File: config.mk
export PLATFORM = sky130hd
export DESIGN_NAME = ft_cmd_frame_engine
export DESIGN_NICKNAME = d
export VERILOG_FILES = /design/src/rtl/ft_cmd_frame_engine.sv
export SDC_FILE = /design/constraint.sdc
export NUM_CORES = 1
export LEC_CHECK = 0
export ABC_AREA = 0
export CAP_MARGIN = 20
export CORE_UTILIZATION = 53
export CTS_CLUSTER_SIZE = 20
export DETAILED_ROUTE_END_ITERATION = 8
export PLACE_DENSITY = 0.82
export RECOVER_POWER = 50
export SYNTH_ARGS = -nofsm -noshare
export SYNTH_HDL_FRONTEND = slang
export SYNTH_SLANG_ARGS = --single-unit
File: constraint.sdc
create_clock -name clk_i -period 3.3 [get_ports clk_i]
set_clock_uncertainty 0.15 [all_clocks]
set_input_delay 0.495 -clock clk_i [delete_from_list [all_inputs] [get_ports clk_i]]
set_output_delay 0.495 -clock clk_i [all_outputs]
set_load 0.01 [all_outputs]
File: src/rtl/ft_cmd_frame_engine.sv
// Length-framed command engine: parses AA|CODE|LEN|payload|55 frames from the rx FIFO,
// maintains shadow/active phase registers, LED bit and error counter, and answers ACK/NAK.
module ft_cmd_frame_engine #(
  parameter int NUM_CHANNELS = 4,
  parameter int PHASE_W      = 8,
  parameter int TIMEOUT_CYC  = 65536,
  parameter int ERR_W        = 16
) (
  input  logic                            clk_i,
  input  logic                            rst_i,
  input  logic                            rx_empty_i,
  output logic                            rx_rd_o,
  input  logic                            rx_valid_i,
  input  logic [7:0]                      rx_data_i,
  input  logic                            tx_full_i,
  output logic                            tx_wr_o,
  output logic [7:0]                      tx_data_o,
  output logic [NUM_CHANNELS*PHASE_W-1:0] phases_o,
  output logic                            phase_commit_o,
  output logic                            led_o,
  output logic [ERR_W-1:0]                err_cnt_o
);

  localparam int PB = 2 * NUM_CHANNELS;
  localparam int BL = (PB < 3) ? 3 : PB;
  localparam int TW = $clog2(TIMEOUT_CYC + 1);

  localparam logic [15:0] C_SET    = 16'h0001;
  localparam logic [15:0] C_BULK   = 16'h0002;
  localparam logic [15:0] C_COMMIT = 16'h0003;
  localparam logic [15:0] C_LOADC  = 16'h0004;
  localparam logic [15:0] C_LED    = 16'h1ED0;

  typedef enum logic [2:0] {
    S_IDLE    = 3'd0,
    S_HDR     = 3'd1,
    S_PAYLOAD = 3'd2,
    S_SUFFIX  = 3'd3,
    S_EXEC    = 3'd4,
    S_RESP    = 3'd5
  } state_t;

  state_t state_q, state_d;

  logic                            rx_rd_q, rx_rd_d, pend_q, pend_d;
  logic [31:0]                     hdr_q, hdr_d;
  logic [1:0]                      hdr_cnt_q, hdr_cnt_d;
  logic [15:0]                     pay_cnt_q, pay_cnt_d;
  logic [7:0]                      buf_q [BL];
  logic [7:0]                      buf_d [BL];
  logic [PHASE_W-1:0]              shadow_q [NUM_CHANNELS];
  logic [PHASE_W-1:0]              shadow_d [NUM_CHANNELS];
  logic [NUM_CHANNELS*PHASE_W-1:0] phases_q, phases_d;
  logic                            commit_q, commit_d, led_q, led_d, nak_q, nak_d;
  logic                            tx_wr_q, tx_wr_d;
  logic [7:0]                      tx_data_q, tx_data_d;
  logic [ERR_W-1:0]                err_q, err_d;
  logic [TW-1:0]                   tmo_q, tmo_d;
  logic [15:0]                     word_s, code_s, len_s, hdr_len_s;
  logic                            byte_v_s, fetch_s, timing_s, tmo_hit_s, cmd_ok_s;

  function automatic logic [ERR_W-1:0] sat_inc(input logic [ERR_W-1:0] v);
    if (v == {ERR_W{1'b1}}) begin
      return v;
    end else begin
      return v + ERR_W'(1);
    end
  endfunction

  // A byte only counts when it answers our own outstanding read.
  assign byte_v_s  = rx_valid_i & pend_q;
  assign code_s    = hdr_q[31:16];
  assign len_s     = hdr_q[15:0];
  assign hdr_len_s = {hdr_q[7:0], rx_data_i};
  assign fetch_s   = (state_q == S_IDLE) | timing_s;
  assign timing_s  = (state_q == S_HDR) | (state_q == S_PAYLOAD) | (state_q == S_SUFFIX);
  assign tmo_hit_s = timing_s & ~byte_v_s & (tmo_q == TW'(TIMEOUT_CYC - 1));

  always_comb begin
    cmd_ok_s = 1'b0;
    case (code_s)
      C_SET:    cmd_ok_s = (len_s == 16'd3) && (buf_q[0] < 8'(NUM_CHANNELS));
      C_BULK:   cmd_ok_s = (len_s == 16'(PB));
      C_COMMIT: cmd_ok_s = (len_s == 16'd0);
      C_LOADC:  cmd_ok_s = (len_s == 16'(PB));
      C_LED:    cmd_ok_s = (len_s == 16'd1);
      default:  cmd_ok_s = 1'b0;
    endcase
  end

  always_ff @(posedge clk_i) begin
    if (rst_i) state_q <= S_IDLE;
    else       state_q <= state_d;
  end

  always_comb begin
    state_d = state_q;
    case (state_q)
      S_IDLE: begin
        if (byte_v_s && rx_data_i == 8'hAA) state_d = S_HDR;
        else                                state_d = S_IDLE;
      end
      S_HDR: begin
        if (tmo_hit_s)                                state_d = S_IDLE;
        else if (byte_v_s && hdr_cnt_q == 2'd3)       state_d = (hdr_len_s == 16'd0) ? S_SUFFIX : S_PAYLOAD;
        else                                          state_d = S_HDR;
      end
      S_PAYLOAD: begin
        if (tmo_hit_s)                                    state_d = S_IDLE;
        else if (byte_v_s && pay_cnt_q == len_s - 16'd1)  state_d = S_SUFFIX;
        else                                              state_d = S_PAYLOAD;
      end
      S_SUFFIX: begin
        if (tmo_hit_s)     state_d = S_IDLE;
        else if (byte_v_s) state_d = (rx_data_i == 8'h55) ? S_EXEC : S_RESP;
        else               state_d = S_SUFFIX;
      end
      S_EXEC:  state_d = S_RESP;
      S_RESP: begin
        if (!tx_full_i) state_d = S_IDLE;
        else            state_d = S_RESP;
      end
      default: state_d = S_IDLE;
    endcase
  end

  always_comb begin
    rx_rd_d   = 1'b0;
    pend_d    = pend_q;
    hdr_d     = hdr_q;
    hdr_cnt_d = hdr_cnt_q;
    pay_cnt_d = pay_cnt_q;
    buf_d     = buf_q;
    shadow_d  = shadow_q;
    phases_d  = phases_q;
    commit_d  = 1'b0;
    led_d     = led_q;
    err_d     = err_q;
    tx_wr_d   = 1'b0;
    tx_data_d = tx_data_q;
    nak_d     = nak_q;
    word_s    = 16'h0000;

    if (fetch_s && !pend_q && !rx_empty_i) begin
      rx_rd_d = 1'b1;
      pend_d  = 1'b1;
    end else if (byte_v_s) begin
      pend_d = 1'b0;
    end else begin
      pend_d = pend_q;
    end

    if (timing_s && !byte_v_s && !tmo_hit_s) tmo_d = tmo_q + TW'(1);
    else                                     tmo_d = '0;

    case (state_q)
      S_IDLE: hdr_cnt_d = 2'd0;
      S_HDR: begin
        if (tmo_hit_s) begin
          err_d = sat_inc(err_q);
        end else if (byte_v_s) begin
          hdr_d     = {hdr_q[23:0], rx_data_i};
          hdr_cnt_d = hdr_cnt_q + 2'd1;
          pay_cnt_d = 16'd0;
        end else begin
          hdr_d = hdr_q;
        end
      end
      S_PAYLOAD: begin
        if (tmo_hit_s) begin
          err_d = sat_inc(err_q);
        end else if (byte_v_s) begin
          for (int i = 0; i < BL; i++) begin
            if (pay_cnt_q == 16'(i)) buf_d[i] = rx_data_i;
            else                     buf_d[i] = buf_q[i];
          end
          pay_cnt_d = pay_cnt_q + 16'd1;
        end else begin
          pay_cnt_d = pay_cnt_q;
        end
      end
      S_SUFFIX: begin
        if (tmo_hit_s) begin
          err_d = sat_inc(err_q);
        end else if (byte_v_s && rx_data_i != 8'h55) begin
          nak_d = 1'b1;
          err_d = sat_inc(err_q);
        end else begin
          nak_d = 1'b0;
        end
      end
      S_EXEC: begin
        if (cmd_ok_s) begin
          nak_d = 1'b0;
          case (code_s)
            C_SET: begin
              word_s = {buf_q[1], buf_q[2]};
              for (int i = 0; i < NUM_CHANNELS; i++) begin
                if (buf_q[0] == 8'(i)) shadow_d[i] = word_s[PHASE_W-1:0];
                else                   shadow_d[i] = shadow_q[i];
              end
            end
            C_BULK, C_LOADC: begin
              for (int i = 0; i < NUM_CHANNELS; i++) begin
                word_s      = {buf_q[2*i], buf_q[2*i+1]};
                shadow_d[i] = word_s[PHASE_W-1:0];
                if (code_s == C_LOADC) phases_d[i*PHASE_W +: PHASE_W] = word_s[PHASE_W-1:0];
                else                   phases_d[i*PHASE_W +: PHASE_W] = phases_q[i*PHASE_W +: PHASE_W];
              end
              commit_d = (code_s == C_LOADC);
            end
            C_COMMIT: begin
              for (int i = 0; i < NUM_CHANNELS; i++) phases_d[i*PHASE_W +: PHASE_W] = shadow_q[i];
              commit_d = 1'b1;
            end
            C_LED:   led_d = buf_q[0][0];
            default: led_d = led_q;
          endcase
        end else begin
          nak_d = 1'b1;
          err_d = sat_inc(err_q);
        end
      end
      S_RESP: begin
        if (!tx_full_i) begin
          tx_wr_d   = 1'b1;
          tx_data_d = nak_q ? 8'hEE : 8'hA5;
        end else begin
          tx_wr_d = 1'b0;
        end
      end
      default: hdr_cnt_d = 2'd0;
    endcase
  end

  always_ff @(posedge clk_i) begin
    if (rst_i) begin
      rx_rd_q   <= 1'b0;
      pend_q    <= 1'b0;
      hdr_q     <= 32'h0;
      hdr_cnt_q <= 2'd0;
      pay_cnt_q <= 16'd0;
      for (int i = 0; i < BL; i++) buf_q[i] <= 8'h00;
      for (int i = 0; i < NUM_CHANNELS; i++) shadow_q[i] <= '0;
      phases_q  <= '0;
      commit_q  <= 1'b0;
      led_q     <= 1'b0;
      err_q     <= '0;
      tx_wr_q   <= 1'b0;
      tx_data_q <= 8'h00;
      nak_q     <= 1'b0;
      tmo_q     <= '0;
    end else begin
      rx_rd_q   <= rx_rd_d;
      pend_q    <= pend_d;
      hdr_q     <= hdr_d;
      hdr_cnt_q <= hdr_cnt_d;
      pay_cnt_q <= pay_cnt_d;
      buf_q     <= buf_d;
      shadow_q  <= shadow_d;
      phases_q  <= phases_d;
      commit_q  <= commit_d;
      led_q     <= led_d;
      err_q     <= err_d;
      tx_wr_q   <= tx_wr_d;
      tx_data_q <= tx_data_d;
      nak_q     <= nak_d;
      tmo_q     <= tmo_d;
    end
  end

  assign rx_rd_o        = rx_rd_q;
  assign tx_wr_o        = tx_wr_q;
  assign tx_data_o      = tx_data_q;
  assign phases_o       = phases_q;
  assign phase_commit_o = commit_q;
  assign led_o          = led_q;
  assign err_cnt_o      = err_q;

endmodule

==> results of run 1 <==
==> sequential cells by signal, summed over array words and instances (netlist names) <==
register	cells
led_o	1
pay_cnt_q	16
state_q	3
nak_q	1
err_cnt_o	16
buf_q	48
rx_rd_o	1
hdr_cnt_q	2
tmo_q	17
phases_o	32
pend_q	1
hdr_q	32
tx_wr_o	1
shadow_q	32
phase_commit_o	1
tx_data_o	3
==> timing repair <==
| action | CTS | global route |
|---|---|---|
| resized for setup | 10 | 16 |
| endpoints found under the setup margin | 2 | 10 |
| setup buffers | 6 | 4 |
| pin swaps | 6 | 7 |
==> final cells by class <==
type / instances / share of cell area, %
multi-input cells: 807 / 45.1
flip-flops and latches: 207 / 36.1
repair buffers: 116 / 9.13
clock buffers: 30 / 5.76
well taps: 225 / 2.45
clock inverters: 8 / 0.970
inverters: 13 / 0.425
==> cells in the final DEF, fill, tap and decap left out, drive strengths merged, types with 3 or more instances in the layout <==
| cell type | count |
|---|---|
| and4 | 7 |
| nor4 | 18 |
| dfxtp | 207 |
| a31oi | 7 |
| mux2 | 4 |
| mux2i | 118 |
| a211oi | 34 |
| ha | 12 |
| a22oi | 3 |
| xnor2 | 24 |
| or3 | 4 |
| or4b | 3 |
| nand4 | 11 |
| xor2 | 32 |
| buf | 41 |
| clkinv | 4 |
| o21ai | 13 |
| a21oi | 49 |
| or4 | 6 |
| nand3b | 3 |
| nand2b | 6 |
| nand2 | 170 |
| and2 | 6 |
| nor2 | 184 |
| nor3 | 17 |
| nor2b | 8 |
| o211ai | 5 |
| clkdlybuf4s50 | 10 |
| inv | 14 |
| and3 | 18 |
| nand3 | 16 |
| clkbuf | 35 |
| dlygate4sd3 | 60 |
==> logic make-up after synthesis <==
kind of cell / Yosys count / share of synthesized area (%)
xor gates and xnor gates: 56 / 5.08
adders and majority gates: 12 / 1.56
and+or+nand+nor: 487 / 23.4
other: 1 / 0.0389
AOI/OAI and AO/OA: 129 / 9.94
buffers and inverters: 91 / 4.29
DFF: 207 / 42.9
muxes: 122 / 12.7
==> stage by stage <==
| step | power (mW) | hold WS, ns | cells | cell area [sq um] |
|---|---|---|---|---|
| finish | 5.22 | 0.270 | 1406 | 11500 |
| global route | 5.35 | 0.331 | 1406 | 11500 |
| CTS | 5.25 | 0.288 | 1402 | 11400 |
| detailed placement | 2.66 | 0.297 | 1358 | 10600 |
| global placement | 2.66 | 0.293 | 1358 | 10600 |
| floorplan | 2.61 | 0.276 | 1105 | 9650 |
==> worst paths after layout <==
check             startpoint              to  slack [ns]  cells after the start
hold / removal         rst_i  phase_commit_o        0.27                      2
hold reg to reg    hdr_q[24]       hdr_q[24]        0.31                      2
setup / recovery    tmo_q[8]    err_cnt_o[6]        0.04                     13
setup reg to reg    tmo_q[8]    err_cnt_o[6]        0.04                     13
==> metal layers <==
metal | track usage [%] | vias to the layer above
met5 | 0 | -
met4 | 8.61 | 0
met3 | 3.22 | 64
met2 | 43.9 | 270
met1 | 33.3 | 3860
li1 | - | 3900
==> power by group <==
part,internal (mW),switching [mW]
logic,0.0270,0.0751
registers,2.50,0.00106
clock network,1.57,1.05
==> results.txt, run 1 <==
Outcome = finished clean
Ys Warns = 0
TritonCTS buffer count = 23
Gate Count Post-Synth = 1105
Syn nets = 1130
Clk_lat worst skew = 0.53 ns
Accumulated negative setup slack = 0 ns
Count of port buffers added during placement = 71
Post-CTS Hold Fix Bufs = 0
TritonCTS clock tree = done
Worst voltage drop across the vdd grid = 0.408 mV
Part of the Yosys area used for sequential elements = 42.9%
Share of the synthesized area in the top cell type = 42.9%
Most numerous cell in the Yosys netlist = dfxtp_1
Max H-tree Level = 1
Number of enable-type register cells in the synthesized netlist = 0
Critical path capture point type = flip-flop
Routed length on met1 = 10.4 mm
Number of buffers on the longest clock path = 3
Met3 Wirelength = 1.34 mm
Setup-failing EPs final = 0
Total GRT Usage = 25.7%
Combined area of the multi-input logic cells = 0.00518 sq mm
Post-synthesis sequential element count = 207
Net total in the final layout = 1193
Worst Path Arrival = 3.58 ns
Overflow after GRT = 0
Fin crit period = 3.26 ns
Commonest cells in the synthesized netlist = dfxtp_1, nor2_1, nand2_1
Avg Vias per Cell = 5.76
Maximum clock frequency = 306 MHz
Portion of the clock cycle consumed by the worst path in the final layout = 98.9%
Final slew viol count = 0
Leakage power = 4.56 nW
Worst Setup Start Kind = flip-flop
Worst setup timing slack at the placement stage = 0.000503 ns
Number of iterations in the first detailed-routing pass = 5
Kind of cell with the highest combined delay on the critical path = simple AND/OR/NAND/NOR gates
Average cell area after synthesis = 8.73 sq um
Die Width = 137 microns
Top cells by area, synth = dfxtp_1, mux2i_1, nor2_1
Biggest cell delay along the critical path = 0.48 ns
Residual antenna-violating net count after detailed routing = 0
HPWL after DPL = 15.5 mm
Largest area contributor in the netlist = dfxtp_1
Antenna violations before repair = 0
Root buffer cell = clkbuf_16
Layout-stage area growth over the synthesis result = 19.0%
Fillers = 1383
Cell row count = 48
Classification of the worst-slack hold path = in -> reg
Most frequently used flop master after synthesis = dfxtp_1
Critical-path cell list = and3_4 -> and3_4 -> and4_1 -> and4_1 -> ha_2 -> nand2_2 -> o31a_1 -> a311oi_2 -> o21ai_1 -> buf_4 -> buf_6 -> or4_4 -> nand2_2
First-pass GRT wire length = 38.3 mm
Wire length on met2 = 11.4 mm
Slew margin rel. = 0.971%
Synth Cell Area = 0.00965 sq mm
Largest net degree at the start of global routing = 82
Wire length per cell = 16.9 microns
Power per standard cell area = 455 mW/mm^2
Final hold violation count = 0
CP max stage cell = or4_4
Antenna diode instance count = 0
Setup WS post-layout = 0.0368 ns
DRC violations left = 0
Area of the die = 0.0188 sq mm
Weighted congestion at the end of routability-driven global placement = 0.888
Total number of vias = 8094
Total Wirelength = 23.8 mm
Worst-path fanout max = 5
Die extent in y = 137 microns
Data required time at the worst endpoint = 3.62 ns
Fraction of registers with async set/reset = 0%
Seq. cell area = 0.00415 sq mm
Count of cell types in the netlist = 58
DRT iter0 DRCs = 644
Placeable core area = 0.0175 sq mm
Starting density of the core = 55.0%
Total buffers and inverters traversed by the critical path = 2
Clock transition at path regs = 0.06 ns
Share of post-route cells with drive strength above 1 = 12.4%
I/O pin total = 73
Final Util = 65.5%
CTS sink count = 207
Top layer in use = met4
Crit Path Class = reg -> reg
Worst-margin pin slew = 1.49 ns
Max-capacitance violation count = 0
Via count of the first global-routing pass = 7691
Power figures use the tool's default switching activity.
==> run 2, diff against run 1 <==
- SLEW_MARGIN: default -> 20
==> results of run 2 <==
Same layout as run 1: the final DEF is identical, and so are final timing and power.
